File: config.mk
export PLATFORM = sky130hd
export DESIGN_NAME = pc_sequencer_flat
export DESIGN_NICKNAME = d
export VERILOG_FILES = /design/src/rtl/pc_sequencer_if.sv /design/src/rtl/pc_sequencer.sv /design/src/flat_wrapper.sv
export SDC_FILE = /design/constraint.sdc
export NUM_CORES = 1
export LEC_CHECK = 0
export CAP_MARGIN = 25
export CORE_UTILIZATION = 38
export CTS_CLUSTER_DIAMETER = 100
export DETAILED_ROUTE_END_ITERATION = 7
export PLACE_DENSITY_LB_ADDON = 0.1
export REMOVE_ABC_BUFFERS = 1
export SYNTH_ARGS = -nofsm -noshare
export SYNTH_HDL_FRONTEND = slang
export SYNTH_SLANG_ARGS = --single-unit
File: constraint.sdc
create_clock -name clk -period 2.23 [get_ports clk]
set_clock_uncertainty 0.2 [all_clocks]
set_input_delay 0.669 -clock clk [delete_from_list [all_inputs] [get_ports clk]]
set_output_delay 0.669 -clock clk [all_outputs]
set_load 0.01 [all_outputs]
File: src/rtl/pc_sequencer_if.sv
// pc_sequencer_if
//   Fetch-request bundle between the PC sequencer (master) and the
//   instruction memory (slave).
//
//   Handshake: a request is offered while fetch_valid=1 and is accepted
//   ("fires") on a rising edge where fetch_valid=1 and fetch_ready=1.
//   While a request is pending, pc stays stable unless a jump, branch or
//   return redirect is applied. A redirect abandons the pending request
//   and offers the new pc instead.
//
//   Signals:
//     pc          16  fetch address (master -> slave)
//     fetch_valid  1  pc is a valid request (master -> slave)
//     fetch_ready  1  request accepted this cycle (slave -> master)
interface pc_sequencer_if;
  logic [15:0] pc;
  logic        fetch_valid;
  logic        fetch_ready;

  modport master (output pc, output fetch_valid, input fetch_ready);
  modport slave  (input pc, input fetch_valid, output fetch_ready);
endinterface

File: src/rtl/pc_sequencer.sv
// pc_sequencer
//   Program-counter register and next-PC selection. Offers pc as a fetch
//   request, advances to pc_plus_one when the request is accepted, and
//   applies jump / branch / return redirects, stalls and halt. Counts
//   applied redirects in a saturating 8-bit counter.
//
//   Optional feature: define PC_SEQUENCER_RAS_EN to build a RAS_DEPTH-entry
//   circular return-address stack (push on jump+call, pop on lone ret).
//
//   Ports:
//     clk, reset       clock, synchronous active-high reset
//     fif (master)     pc / fetch_valid / fetch_ready handshake
//     pc_plus_one      incrementer result (pc+1)
//     stall            hold pc
//     jump/jump_target, branch_taken/branch_target   redirects
//     call, ret        RAS push (with jump) / pop
//     halt / halted    enter and report the terminal HALTED state
//     redirect_count   saturating count of applied redirects
//     ras_underflow    one-cycle pulse on ret with an empty stack
//     dbg_state        current FSM state (BOOT=0, RUN=1, HALTED=2)
module pc_sequencer #(
  parameter logic [15:0] RESET_VECTOR = 16'h0000,
  parameter int          RAS_DEPTH    = 4
) (
  input  logic                  clk,
  input  logic                  reset,
  pc_sequencer_if.master        fif,
  input  logic [15:0]           pc_plus_one,
  input  logic                  stall,
  input  logic                  jump,
  input  logic [15:0]           jump_target,
  input  logic                  branch_taken,
  input  logic [15:0]           branch_target,
  input  logic                  call,
  input  logic                  ret,
  input  logic                  halt,
  output logic                  halted,
  output logic [7:0]            redirect_count,
  output logic                  ras_underflow,
  output logic [1:0]            dbg_state
);

  typedef enum logic [1:0] {BOOT = 2'd0, RUN = 2'd1, HALTED = 2'd2} state_t;

  state_t      state_q, state_d;
  logic [15:0] pc_q, pc_d;
  logic        fv_q;
  logic        halted_q;
  logic [7:0]  cnt_q;
  logic        uf_q, underflow_d;
  logic        redirect, ras_push, ras_pop;

  logic        call_en, ret_en, ras_empty;
  logic [15:0] ras_top;

`ifdef PC_SEQUENCER_RAS_EN
  localparam int PW = (RAS_DEPTH > 1) ? $clog2(RAS_DEPTH) : 1;
  localparam int CW = $clog2(RAS_DEPTH + 1);

  logic [15:0]   ras_mem [RAS_DEPTH];
  logic [PW-1:0] sp_q;        // slot the next push writes
  logic [CW-1:0] cnt_ras_q;   // valid entries, capped at RAS_DEPTH
  logic [PW-1:0] sp_inc, sp_dec;

  assign sp_inc    = (sp_q == PW'(RAS_DEPTH - 1)) ? '0 : sp_q + 1'b1;
  assign sp_dec    = (sp_q == '0) ? PW'(RAS_DEPTH - 1) : sp_q - 1'b1;
  assign call_en   = call;
  assign ret_en    = ret;
  assign ras_empty = (cnt_ras_q == '0);
  assign ras_top   = ras_mem[sp_dec];

  // A full push overwrites the oldest slot because the write pointer
  // simply wraps onto it; occupancy saturates at RAS_DEPTH.
  always_ff @(posedge clk) begin
    if (reset) begin
      sp_q      <= '0;
      cnt_ras_q <= '0;
    end else if (ras_push) begin
      ras_mem[sp_q] <= pc_plus_one;
      sp_q          <= sp_inc;
      if (cnt_ras_q != CW'(RAS_DEPTH)) cnt_ras_q <= cnt_ras_q + 1'b1;
    end else if (ras_pop) begin
      sp_q      <= sp_dec;
      cnt_ras_q <= cnt_ras_q - 1'b1;
    end
  end
`else
  assign call_en   = 1'b0;
  assign ret_en    = 1'b0;
  assign ras_empty = 1'b1;
  assign ras_top   = '0;
  wire unused_ok = &{1'b0, call, ret, ras_push, ras_pop, RAS_DEPTH[4:0]};
`endif

  // Next-state / next-pc selection. In RUN, fetch_valid is 1, so a fire
  // reduces to fetch_ready.
  always_comb begin
    state_d     = state_q;
    pc_d        = pc_q;
    redirect    = 1'b0;
    ras_push    = 1'b0;
    ras_pop     = 1'b0;
    underflow_d = 1'b0;
    case (state_q)
      BOOT: state_d = RUN;
      RUN: begin
        if (jump) begin
          pc_d     = jump_target;
          redirect = 1'b1;
          ras_push = call_en;
        end else if (branch_taken) begin
          pc_d     = branch_target;
          redirect = 1'b1;
        end else if (ret_en && !ras_empty) begin
          pc_d     = ras_top;
          redirect = 1'b1;
          ras_pop  = 1'b1;
        end else begin
          // Reaching here with ret set means the stack was empty.
          underflow_d = ret_en;
          if (halt)                 state_d = HALTED;
          else if (stall)           pc_d    = pc_q;
          else if (fif.fetch_ready) pc_d    = pc_plus_one;
        end
      end
      default: ;  // HALTED: frozen until reset
    endcase
  end

  always_ff @(posedge clk) begin
    if (reset) begin
      state_q  <= BOOT;
      pc_q     <= RESET_VECTOR;
      fv_q     <= 1'b0;
      halted_q <= 1'b0;
      cnt_q    <= 8'h00;
      uf_q     <= 1'b0;
    end else begin
      state_q  <= state_d;
      pc_q     <= pc_d;
      fv_q     <= (state_d == RUN);
      halted_q <= (state_d == HALTED);
      if (redirect && cnt_q != 8'hFF) cnt_q <= cnt_q + 8'h01;
      uf_q     <= underflow_d;
    end
  end

  assign fif.pc          = pc_q;
  assign fif.fetch_valid = fv_q;
  assign halted          = halted_q;
  assign redirect_count  = cnt_q;
  assign ras_underflow   = uf_q;
  assign dbg_state       = state_q;

endmodule

File: src/flat_wrapper.sv
// flat-port wrapper written by rule: the top's interface ports become plain ports
module pc_sequencer_flat 
#(
  parameter logic [15:0] RESET_VECTOR = 16'h0000,
  parameter int          RAS_DEPTH    = 4
)
  (clk, reset, pc_plus_one, stall, jump, jump_target, branch_taken, branch_target, call, ret, halt, halted, redirect_count, ras_underflow, dbg_state, fif_pc, fif_fetch_valid, fif_fetch_ready);
  pc_sequencer_if fif_i ();
  input  logic clk;
  input  logic reset;
  input  logic [15:0] pc_plus_one;
  input  logic stall;
  input  logic jump;
  input  logic [15:0] jump_target;
  input  logic branch_taken;
  input  logic [15:0] branch_target;
  input  logic call;
  input  logic ret;
  input  logic halt;
  output logic halted;
  output logic [7:0] redirect_count;
  output logic ras_underflow;
  output logic [1:0] dbg_state;
  output wire logic [$bits(fif_i.pc)-1:0] fif_pc;
  output wire logic [$bits(fif_i.fetch_valid)-1:0] fif_fetch_valid;
  input wire logic [$bits(fif_i.fetch_ready)-1:0] fif_fetch_ready;
  assign fif_pc = fif_i.pc;
  assign fif_fetch_valid = fif_i.fetch_valid;
  assign fif_i.fetch_ready = fif_fetch_ready;
  pc_sequencer #(.RESET_VECTOR(RESET_VECTOR), .RAS_DEPTH(RAS_DEPTH)) u_core (.clk(clk), .reset(reset), .fif(fif_i), .pc_plus_one(pc_plus_one), .stall(stall), .jump(jump), .jump_target(jump_target), .branch_taken(branch_taken), .branch_target(branch_target), .call(call), .ret(ret), .halt(halt), .halted(halted), .redirect_count(redirect_count), .ras_underflow(ras_underflow), .dbg_state(dbg_state));
endmodule
==> key figures <==
Critical path
  • Cell count along the critical path: 1
  • Worst EP arrival: 1.28 ns
  • CP max stage cell: clkdlybuf4s50_1
  • Kind of critical path: reg2out
  • Cells along the critical path: clkdlybuf4s50_1
  • Critical Path RT: 1.36 ns
  • Crit end category: primary output
  • Crit Reg-Reg Startpoint: u_core.redirect_count[0]
  • Worst-path fanout max: 7
  • Reg2reg path depth: 6
  • Critical Path Max Stage Delay: 0.57 ns
  • Worst Path Buf+Inv: 1
  • Setup crit start kind: flip-flop
  • CP top delay family: buffers and inverters
  • Worst Setup SP: u_core.redirect_count[3]

Power
  • Sequential Power Share: between 40% and 50%
  • Peak VDD IR: between 0.0002 and 0.00025 V
  • Leakage: 0.922 nW
  • Comb pwr share: 28.7%
  • Clock Power Share: 23.3%
  • Post-layout power: 1.13 mW
  • Switch share: between 20% and 30%
  • Pwr Density: 462 nW/um^2
  • Switching power: 0.289 mW
  • Int Pwr: 0.845 mW

Detailed routing
  • DRT iter0 DRCs: 69
  • Avg Vias per Cell: roughly 4.8
  • WL/cell: around 11 um
  • Pre-Repair DR Iteration Count: 4
  • Antenna Nets Post-Route: 0
  • Residual DRC count: 0
  • Final WL: 3470 um
  • Vias: 1504

Hold path
  • Worst hold path depth: 2
  • Hold path startpoint: u_core.fif.pc[6]
  • Hold crit path type: reg2reg

Global routing
  • Largest net degree at the start of global routing: 34
  • Met3 usage: roughly 5.8%
  • Vias in the first global route: 1438
  • Busiest grt layer: met2
  • Met1 Use GR: 19.1%
  • Overall Global Routing Usage: approximately 18%
  • Grt total ovfl: 0
  • Global-route wire length before repair: between 5000 and 6000 um
  • Grt met2 use: 32.8%
  • Initial antenna violation count: 0

Yosys
  • Yosys top cell area share: 37.1%
  • Synth area leader: dfxtp_1
  • Mapped Area: 1510 um^2
  • Netlist cell types: 31
  • Synth cell count leaders: nand2_1 (40), dfxtp_1 (28), mux2i_1 (18), o21ai_0 (18), a21oi_1 (12)
  • Mean Syn Cell Area: 8.29 um^2
  • Top-count cell post-synth: nand2_1
  • Main synth FF type: dfxtp_1
  • #FFs+latches synth: 28
  • Synth Instances: 182
  • Warnings from Yosys: 0
  • Main area contributors after synthesis: dfxtp_1 (37%), mux2i_1 (12%), nand2_1 (10%)
  • EDFF count, synth: 0
  • Ys async rst share: 0%
  • Register area share after synthesis: 37.1%

Die
  • Core ar.: 3740 um^2
  • Die Area: 4230 um^2
  • Top-Level Pins: 86
  • Die Y: 65.0 um
  • Chip Width: between 60 and 70 um
  • Starting Density: 40.3%
  • Num rows: 22

CTS
  • Max Buffers Root-to-Sink: 2
  • Worst skew pair latency: 0.27 ns
  • Total CTS buffers: 3
  • CTS tree: done
  • Gates resized, CTS repair: 0
  • H-tree depth: 1
  • CTS root buf: clkbuf_8
  • CTS clk-pin slew, worst paths: 0.09 ns
  • Clk sinks: 28
  • Cts hold-fix bufs: 0
  • Post-CTS Setup Bufs: 0

Placement
  • Port Buf Inserts: 82
  • Dpl hpwl: 2730 um
  • Routability-driven placement congestion ratio: 0.749
  • Placed Area: approximately 2400 um^2
  • Place WS: -0.0762 ns

Timing
  • Hold slack: between 0.2 and 0.3 ns
  • Tmin final: 2.15 ns
  • Final hold vios: 0
  • RSZ-0062 raised after global routing: no
  • Worst setup margin: 0.0830 ns
  • Number of max-slew violations in the final report: 0
  • Final setup viols: 0
  • Achievable Freq: ~470 MHz
  • Final period util: 96.3%

Final layout
  • Fill cells: 353
  • Fraction of layout cells with a size suffix above 1: 14.3%
  • Nets: 325
  • Fin area: 2450 um^2
  • Area grow syn2layout: 62.7%
  • # diodes: 0

Job
  • Max cap viols: 0

Status
  • Outcome: finished, final reports clean
-- metrics by stage --
stage / util, % / instances / TNS (ns)
after floorplan: - / 170 / 0
after global placement: 64.5 / 310 / -0.103
after detailed placement: 64.5 / 310 / -0.278
after CTS: 65.6 / 313 / 0
after global routing: 65.6 / 313 / 0
final: 65.6 / 313 / 0
-- final timing paths --
kind                              endpoint  slack, ns
setup / recovery         redirect_count[3]       0.08
hold reg to reg           u_core.fif.pc[6]       0.26
hold / removal            u_core.fif.pc[6]       0.26
setup reg to reg  u_core.redirect_count[1]       0.42
-- metal layers --
layer,share of wire [%],wire length [um]
met1,43,1480
met2,49,1700
met3,7.9,275
met4,0.40,14
met5,0,0
-- cell type report --
cell class                 count  area (um^2)  area share, %
sequential                    28          561           22.8
tap                           48         60.1           2.45
clock buffer                   3         41.3           1.68
multi-input combinational    141          868           35.4
inverter                       1         3.75          0.153
timing repair buffer          92          921           37.5
-- registers in the layout (all words and copies together) (netlist names) --
register and cells:
u_core.halted 1, u_core.fif.fetch_valid 1, u_core.dbg_state 2, u_core.redirect_count 8, u_core.fif.pc 16
-- power by group through the flow --
stage	Sequential, mW	Clock (mW)	Combinational, mW
final	0.544	0.264	0.325
after global routing	0.548	0.292	0.357
after CTS	0.545	0.273	0.329
after detailed placement	0.556	0	0.328
after global placement	0.555	0	0.326
after floorplan	0.568	0	0.102
-- cell families (layout without fill, tap and decap cells) --
kind of cell | after synthesis | in the layout | share of synthesized area, %
XOR/XNOR | 1 | 1 | 0.581
AND/OR/NAND/NOR | 72 | 72 | 23.0
adder cells (fa/ha/maj) | 1 | 1 | 0.829
AO/OA/AOI/OAI | 48 | 48 | 21.0
multiplexers | 18 | 18 | 11.9
flip-flops | 28 | 28 | 37.1
other | 1 | 1 | 0.249
buffers and inverters | 13 | 96 | 5.31
-- placed cells by master, fill, tap and decap left out, drive strengths merged --
cell type,n
mux2i,18
or2,1
o31ai,3
a31oi,1
inv,1
dfxtp,28
xor2,1
clkdlybuf4s50,82
buf,10
nor2,5
nor2b,2
nand2,50
and2b,1
or4,3
o211ai,1
conb,1
nand4,1
o21a,1
ha,1
nand3,5
o21ai,20
a21oi,22
clkbuf,3
or3,3
nor3b,1
(Power assumes the default switching activity.)
